--- config.mk ---
export PLATFORM = sky130hd
export DESIGN_NAME = mem_access_flat
export DESIGN_NICKNAME = d
export VERILOG_FILES = /design/src/rtl/mem_access_if.sv /design/src/rtl/mem_access.sv /design/src/flat_wrapper.sv
export SDC_FILE = /design/constraint.sdc
export NUM_CORES = 1
export LEC_CHECK = 0
export CAP_MARGIN = 20
export CORE_AREA = 2 2 85 79
export CTS_CLUSTER_SIZE = 20
export DETAILED_ROUTE_END_ITERATION = 7
export DIE_AREA = 0 0 87 81
export GPL_TIMING_DRIVEN = 0
export PLACE_DENSITY = 0.78
export SLEW_MARGIN = 20
export SYNTH_ARGS = -nofsm -noshare
export SYNTH_HDL_FRONTEND = slang
export SYNTH_SLANG_ARGS = --single-unit
export TNS_END_PERCENT = 10
--- constraint.sdc ---
create_clock -name clk -period 1.9 [get_ports clk]
set_input_delay 0.57 -clock clk [delete_from_list [all_inputs] [get_ports clk]]
set_output_delay 0.57 -clock clk [all_outputs]
set_load 0.05 [all_outputs]
--- src/rtl/mem_access_if.sv ---
// mem_access_if: pipeline request and data-memory handshake bundle for mem_access
interface mem_access_if;
    logic        valid_in;
    logic        mem_read_in;
    logic        mem_write_in;
    logic        byte_in;
    logic        indirect_in;
    logic [15:0] address_in;
    logic [15:0] store_data_in;
    logic [15:0] dmem_address;
    logic        dmem_read;
    logic        dmem_write;
    logic [1:0]  dmem_byte_enable;
    logic [15:0] dmem_wdata;
    logic [15:0] dmem_rdata;
    logic        dmem_resp;
    logic [15:0] load_data;
    logic        mem_stall;

    modport slave (
        input  valid_in, mem_read_in, mem_write_in, byte_in, indirect_in,
        input  address_in, store_data_in, dmem_rdata, dmem_resp,
        output dmem_address, dmem_read, dmem_write, dmem_byte_enable,
        output dmem_wdata, load_data, mem_stall
    );

    modport master (
        output valid_in, mem_read_in, mem_write_in, byte_in, indirect_in,
        output address_in, store_data_in, dmem_rdata, dmem_resp,
        input  dmem_address, dmem_read, dmem_write, dmem_byte_enable,
        input  dmem_wdata, load_data, mem_stall
    );
endinterface

--- src/rtl/mem_access.sv ---
// mem_access: LC-3b memory-stage controller with indirect pointer fetch and byte lanes
module mem_access (
    input logic         clk,
    input logic         rst_n,
    mem_access_if.slave bus
);
    typedef enum logic [2:0] {IDLE, IND_READ, DATA_READ, DATA_WRITE, DONE} state_t;

    state_t      state;
    logic [15:0] ptr_reg;
    logic [15:0] load_q;
    logic [15:0] eff;
    logic [7:0]  rbyte;
    logic        active;

    assign active = bus.valid_in & (bus.mem_read_in | bus.mem_write_in);
    assign eff    = bus.indirect_in ? ptr_reg : bus.address_in;
    assign rbyte  = eff[0] ? bus.dmem_rdata[15:8] : bus.dmem_rdata[7:0];

    // Requests come from state alone so a reset drops them without waiting for resp
    assign bus.dmem_read        = (state == IND_READ) | (state == DATA_READ);
    assign bus.dmem_write       = state == DATA_WRITE;
    assign bus.dmem_address     = (state == IND_READ) ? bus.address_in :
                                  (bus.dmem_read | bus.dmem_write) ? eff : 16'h0;
    assign bus.dmem_byte_enable = !bus.dmem_write ? 2'b00 : !bus.byte_in ? 2'b11 :
                                  eff[0] ? 2'b10 : 2'b01;
    assign bus.dmem_wdata       = !bus.dmem_write ? 16'h0 :
                                  bus.byte_in ? {2{bus.store_data_in[7:0]}} : bus.store_data_in;
    assign bus.mem_stall        = bus.dmem_read | bus.dmem_write | ((state == IDLE) & active);
    assign bus.load_data        = load_q;

    // Access sequencer; once started, an access always runs until its final resp
    always_ff @(posedge clk or negedge rst_n) begin
        if (!rst_n) begin
            state   <= IDLE;
            ptr_reg <= 16'h0;
            load_q  <= 16'h0;
        end else begin
            case (state)
                IDLE:       if (active) state <= bus.indirect_in ? IND_READ :
                                                 bus.mem_write_in ? DATA_WRITE : DATA_READ;
                IND_READ:   if (bus.dmem_resp) begin
                                ptr_reg <= bus.dmem_rdata;
                                state   <= bus.mem_write_in ? DATA_WRITE : DATA_READ;
                            end
                DATA_READ:  if (bus.dmem_resp) begin
                                load_q <= bus.byte_in ? {{8{rbyte[7]}}, rbyte} : bus.dmem_rdata;
                                state  <= DONE;
                            end
                DATA_WRITE: if (bus.dmem_resp) state <= DONE;
                default:    state <= IDLE;
            endcase
        end
    end
endmodule

--- src/flat_wrapper.sv ---
// flat-port wrapper written by rule: the top's interface ports become plain ports
module mem_access_flat 
  (clk, rst_n, bus_valid_in, bus_mem_read_in, bus_mem_write_in, bus_byte_in, bus_indirect_in, bus_address_in, bus_store_data_in, bus_dmem_rdata, bus_dmem_resp, bus_dmem_address, bus_dmem_read, bus_dmem_write, bus_dmem_byte_enable, bus_dmem_wdata, bus_load_data, bus_mem_stall);
  mem_access_if bus_i ();
  input logic clk;
  input logic rst_n;
  input wire logic [$bits(bus_i.valid_in)-1:0] bus_valid_in;
  input wire logic [$bits(bus_i.mem_read_in)-1:0] bus_mem_read_in;
  input wire logic [$bits(bus_i.mem_write_in)-1:0] bus_mem_write_in;
  input wire logic [$bits(bus_i.byte_in)-1:0] bus_byte_in;
  input wire logic [$bits(bus_i.indirect_in)-1:0] bus_indirect_in;
  input wire logic [$bits(bus_i.address_in)-1:0] bus_address_in;
  input wire logic [$bits(bus_i.store_data_in)-1:0] bus_store_data_in;
  input wire logic [$bits(bus_i.dmem_rdata)-1:0] bus_dmem_rdata;
  input wire logic [$bits(bus_i.dmem_resp)-1:0] bus_dmem_resp;
  output wire logic [$bits(bus_i.dmem_address)-1:0] bus_dmem_address;
  output wire logic [$bits(bus_i.dmem_read)-1:0] bus_dmem_read;
  output wire logic [$bits(bus_i.dmem_write)-1:0] bus_dmem_write;
  output wire logic [$bits(bus_i.dmem_byte_enable)-1:0] bus_dmem_byte_enable;
  output wire logic [$bits(bus_i.dmem_wdata)-1:0] bus_dmem_wdata;
  output wire logic [$bits(bus_i.load_data)-1:0] bus_load_data;
  output wire logic [$bits(bus_i.mem_stall)-1:0] bus_mem_stall;
  assign bus_i.valid_in = bus_valid_in;
  assign bus_i.mem_read_in = bus_mem_read_in;
  assign bus_i.mem_write_in = bus_mem_write_in;
  assign bus_i.byte_in = bus_byte_in;
  assign bus_i.indirect_in = bus_indirect_in;
  assign bus_i.address_in = bus_address_in;
  assign bus_i.store_data_in = bus_store_data_in;
  assign bus_i.dmem_rdata = bus_dmem_rdata;
  assign bus_i.dmem_resp = bus_dmem_resp;
  assign bus_dmem_address = bus_i.dmem_address;
  assign bus_dmem_read = bus_i.dmem_read;
  assign bus_dmem_write = bus_i.dmem_write;
  assign bus_dmem_byte_enable = bus_i.dmem_byte_enable;
  assign bus_dmem_wdata = bus_i.dmem_wdata;
  assign bus_load_data = bus_i.load_data;
  assign bus_mem_stall = bus_i.mem_stall;
  mem_access u_core (.clk(clk), .rst_n(rst_n), .bus(bus_i));
endmodule
Yosys cells after proc, flatten, opt, wreduce, memory -nomap -nowiden
Index checks and enable logic that the tools add are counted.
{"block": "totals", "regBits": 35, "input_bits": 56, "output_inout_bits": 53, "elab_cells": 36}
{"block": "classes", "n_eq_ne": 6, "n_mux": 16, "bitwise": 6, "n_reduce_logical": 5}
{"operator": "$mux W16", "n": 6}
{"operator": "$mux W3", "n": 4}
{"operator": "$pmux W3 S3", "n": 1}
{"operator": "$mux W8", "n": 1}
{"operator": "$eq A3 B2 Y1 const B", "n": 2}
{"operator": "$mux W2", "n": 3}
{"operator": "$ne A2 B1 Y1 const B", "n": 2}
{"operator": "$or A1 B1 Y1", "n": 4}
{"operator": "$reduce_and A2 Y1", "n": 2}
{"operator": "$eq A3 B1 Y1 const B", "n": 1}
{"operator": "$logic_not A3 Y1", "n": 1}
{"operator": "$reduce_and A3 Y1", "n": 1}
{"operator": "$and A1 B1 Y1", "n": 2}
{"operator": "$ne A2 B2 Y1 const B", "n": 1}
{"operator": "$reduce_or A2 Y1", "n": 1}
{"operator": "$mux W1", "n": 1}

Logic depth before layout (Yosys ltp)
{"block": "logic_depth", "word_depth": 5, "mapped_depth": 6}

Worst setup path after synthesis
OpenSTA, ideal clock, no wires.
{"block": "synth_timing", "path_kind": "input to output", "from": "in bus_indirect_in", "to": "out bus_dmem_byte_enable[0]", "arrival_time_ps": 2035, "required_time_ps": 1330, "slack_ps": -705, "cell_stages": 4, "n_path_buf": 2, "path_cell_list": "buf_2 mux2_2 buf_2 a21oi_1"}
{"block": "synth_between", "elab_chain_cells": 4}
{"item": "from (decl)", "line_no": "flat_wrapper.sv:11", "text": "input wire logic [$bits(bus_i.indirect_in)-1:0] bus_indirect_in;"}
{"item": "$mux W16", "line_no": "mem_access.sv:17", "text": "assign eff = bus.indirect_in ? ptr_reg : bus.address_in;"}
{"item": "$mux W2", "line_no": "mem_access.sv:26", "text": "eff[0] ? 2'b10 : 2'b01;"}
{"item": "$mux W2 (2 in a row)", "line_no": "mem_access.sv:25", "text": "assign bus.dmem_byte_enable = !bus.dmem_write ? 2'b00 : !bus.byte_in ? 2'b11 :"}
{"item": "to (decl)", "line_no": "flat_wrapper.sv:19", "text": "output wire logic [$bits(bus_i.dmem_byte_enable)-1:0] bus_dmem_byte_enable;"}
Every way passes these cells.

Worst setup path after layout
{"block": "layout_timing", "from": "reg u_core.state[2]", "to": "out bus_dmem_address[14]"}
{"block": "layout_between", "elab_chain_cells": 5, "word_cells_on_any_way": 7}
{"item": "from (decl)", "line_no": "mem_access.sv:9", "text": "state_t state;"}
{"item": "from (signal assigned)", "line_no": "mem_access.sv:40", "text": "IDLE: if (active) state <= bus.indirect_in ? IND_READ :"}
{"item": "from (signal assigned)", "line_no": "mem_access.sv:44", "text": "state <= bus.mem_write_in ? DATA_WRITE : DATA_READ;"}
{"item": "$eq A3 B1 Y1 / $eq A3 B2 Y1 (equally long branches)", "line_no": "mem_access.sv:21, mem_access.sv:23"}
{"item": "$or A1 B1 Y1", "line_no": "mem_access.sv:21", "text": "assign bus.dmem_read = (state == IND_READ) | (state == DATA_READ);"}
{"item": "$or A1 B1 Y1", "line_no": "mem_access.sv:24", "text": "(bus.dmem_read | bus.dmem_write) ? eff : 16'h0;"}
{"item": "$mux W16", "line_no": "mem_access.sv:24"}
{"item": "$mux W16 *", "line_no": "mem_access.sv:23", "text": "assign bus.dmem_address = (state == IND_READ) ? bus.address_in :"}
{"item": "to (decl)", "line_no": "flat_wrapper.sv:16", "text": "output wire logic [$bits(bus_i.dmem_address)-1:0] bus_dmem_address;"}
Every way passes the cells marked *; elsewhere a longest branch is shown, timed or not.

==> flow_summary.toml <==
[outcome]
status = "complete, but fails checks"
violations = "negative setup slack"

[power]
power.static_leakage_nw = 1.705
p_int_mw = 3.466
switching_share_pct = 51.02
power.switching_mw = 3.609
ir_drop_mv = 0.9914
p_total_mw = 7.075
pwr-share-comb_pct = 72.2
pwr-share-seq_pct = 20.2
p_clk_share_pct = 7.6
power.density_nw_per_um2 = 1686

[global_route]
top_usage_layer = "met2"
grt_pass1_vias = 2339
grt_max_degree = 27
globalRouteMet2Util_pct = 38.02
antenna_found_initial = 0
grt_remaining_overflow = 0
gr-usage-met1_pct = 27.35
grt.total_usage_pct = 21.96
grt_first_pass_wirelength_um = 11960
grt_use_met3_pct = 5.894

[cts]
root_buffer = "clkbuf_8"
cts-htree-levels = 2
cts_sinks = 35
cts_buffers = 5
cts_buffer_depth = 2
postCtsHoldBufs = 0
cts_tree = "built"
clk_latency_ps = 290
clkTransAtPathRegs_ps = 80

[setup_path]
cpPeakStageDelay_ps = 460
cp.required_ps = 1330
crit_path_top_delay_cell = "or3b_4"
start_kind = "flip-flop"
end_kind = "output port"
cp_max_fo = 5
path_cells = "buf_6 -> or3b_4 -> buf_16 -> nand3_4 -> a21oi_4 -> buf_6"
worstPathArrival_ps = 1760
cp_common_cell = "buf_6"
reg2reg_slack_ps = 50
critPathKind = "reg -> out"

[min_path]
hp-class = "in -> async"

[sta]
finClkSkew_ps = 5.811
worst_pin_slew_ps = 497.2
hold_viol_final = 0
drv_slew = 0
fin_crit_sh_pct = 122.5
setup_viol = 37
period_needed_ps = 2328
hold_slack_ps = 139.7
max_freq_mhz = 429.6
fin_ws_ps = -427.6
rsz0062_at_grt = "yes"
max-slew-margin-rel_pct = 66.98

[finish]
fill_cells = 450
final_util_pct = 66.92
nNetsFinal = 426
antenna_cells = 0
area.sequential_um2 = 875.8
area_delta_synth_final_pct = 96.83
multi_input_comb_area_um2 = 1534
final_layout_size_suffix_gt1_share_pct = 46.63

[synth]
syn_nets = 288
yosys_warnings = 0
mappedNetlistArea_um2 = 2132
synth_cell_type_count = 28
syn_inst = 232
ys_ff_latch = 35
ys_seq_area_share_pct = 41.08
syn_area_per_cell_um2 = 9.190

[floorplan]
fp-row-count = 28
initial_core_util_pct = 34.00
fp.dieH_um = 81
io_pins = 109
dieArea_um2 = 7047
die_x_um = 87
coreArea_um2 = 6271

[routing]
num_vias = 2387
drt_iter0_drc = 139
drt_wl_total_um = 7956
dr.pass1.iters = 4
viasPerCell = 5.352
ant_nets = 0
drc = 0
wl_per_cell_um = 17.84

[placement]
place.gp.congestion = 0.8371
portBuffers = 108
hpwl_um = 5400
dp_slack_ps = -1447

[job]
drv_cap = 0
power by group through the flow:
stage	Sequential, mW	Combinational (mW)	Clock [mW]
after floorplan	1.90	2.62	0
after global placement	1.36	4.35	0
after detailed placement	1.38	4.43	0
after CTS	1.42	4.96	0.533
after global routing	1.47	5.34	0.574
final	1.43	5.11	0.536
logic make-up after synthesis:
| kind of cell | synth area share, % |
|---|---|
| AND/OR/NAND/NOR | 18.25 |
| flip-flops | 41.08 |
| multiplexers | 15.49 |
| AO/OA/AOI/OAI | 16.84 |
| XOR/XNOR | 0.4109 |
| buffers and inverters | 7.922 |
stage by stage:
step                setup TNS (ps)  cells  area (um^2)
floorplan                    -2172    232         2417
global placement            -57780    415         3592
detailed placement          -44810    416         3607
CTS                         -12150    444         4160
global route                -13390    446         4197
finish                      -11670    446         4197
critical path, delay by kind of cell (launching register included):
family | cells | cell delay [ps]
buffers and inverters | 3 | 470
AOI/OAI and AO/OA | 1 | 50
DFF | 1 | 400
and+or+nand+nor | 2 | 550
placed cells by master, fill, tap and decap left out, drive strengths merged:
cell type,synthesis,final
nand2,11,11
buf,17,77
a31oi,16,16
and2,9,9
dfrtp,35,35
mux2i,9,9
mux2,18,18
clkinvlp,0,3
a21oi,20,20
dlygate4sd2,0,17
o21ai,26,26
a221oi,1,1
clkdlybuf4s50,0,51
and3b,1,1
clkinv,0,1
clkbuf,5,13
or3,1,1
nand2b,1,1
and4bb,1,1
or3b,1,1
o221ai,1,1
nand3b,1,1
xnor2,1,1
inv,4,3
nor2,26,26
o21bai,1,1
nor3b,1,1
nand3,25,25
Yosys cell counts:
cell type	instances	area, um^2
buf_6	4	45.04
nand2b_1	1	6.260
inv_1	4	15.01
nand2_1	11	41.29
and2_1	9	56.30
or3b_1	1	8.760
nand3_1	25	125.1
a21oi_1	20	100.1
or3_1	1	6.260
a31oi_1	16	100.1
buf_12	1	20.02
and4bb_1	1	12.51
buf_4	4	30.03
mux2i_1	9	90.09
dfrtp_1	35	875.8
nor2_1	26	97.59
nor3b_4	1	18.77
o21ai_0	26	130.1
o221ai_1	1	8.760
and3b_1	1	8.760
o21bai_2	1	11.26
a221oi_1	1	8.760
nand3b_1	1	7.510
buf_2	8	40.04
mux2_4	10	150.1
clkbuf_1	5	18.77
mux2_2	8	90.09
xnor2_1	1	8.760
per-layer routing:
layer / part of all wire, % / up-vias
met5: 0 / -
met4: 1.1 / 0
met3: 7.0 / 11
met2: 52 / 93
met1: 40 / 1179
li1: - / 1104
path summary, 6_finish.rpt:
check	startpoint	end	cells past startpoint
worst max register to register	u_core.state[2]	u_core.ptr_reg[10]	8
worst min-delay path	rst_n	u_core.bus.load_data[10]	1
max in group asynchronous	rst_n	u_core.ptr_reg[3]	2
worst max-delay path	u_core.state[2]	bus_dmem_address[14]	6
worst min register to register	u_core.ptr_reg[1]	u_core.ptr_reg[1]	1
min in group clk	u_core.ptr_reg[1]	u_core.ptr_reg[1]	1
repair_timing:
item	4_1_cts	5_1_grt
resized for setup	336	27
cloned	3	1
setup endpoints to repair	61	37
setup buffers	17	2
pin swaps	13	12
area by class of cell:
| type | instances | share of cell area, % |
|---|---|---|
| buffer | 21 | 5.993 |
| clock buffer | 6 | 1.729 |
| clock inverter | 2 | 0.2982 |
| inverter | 4 | 0.4472 |
| multi-input combinational | 171 | 36.55 |
| sequential | 35 | 20.87 |
| tap | 75 | 2.236 |
| timing repair buffer | 131 | 31.69 |
| timing repair inverter | 1 | 0.1789 |
No activity file was read; power rests on OpenSTA's default activity.
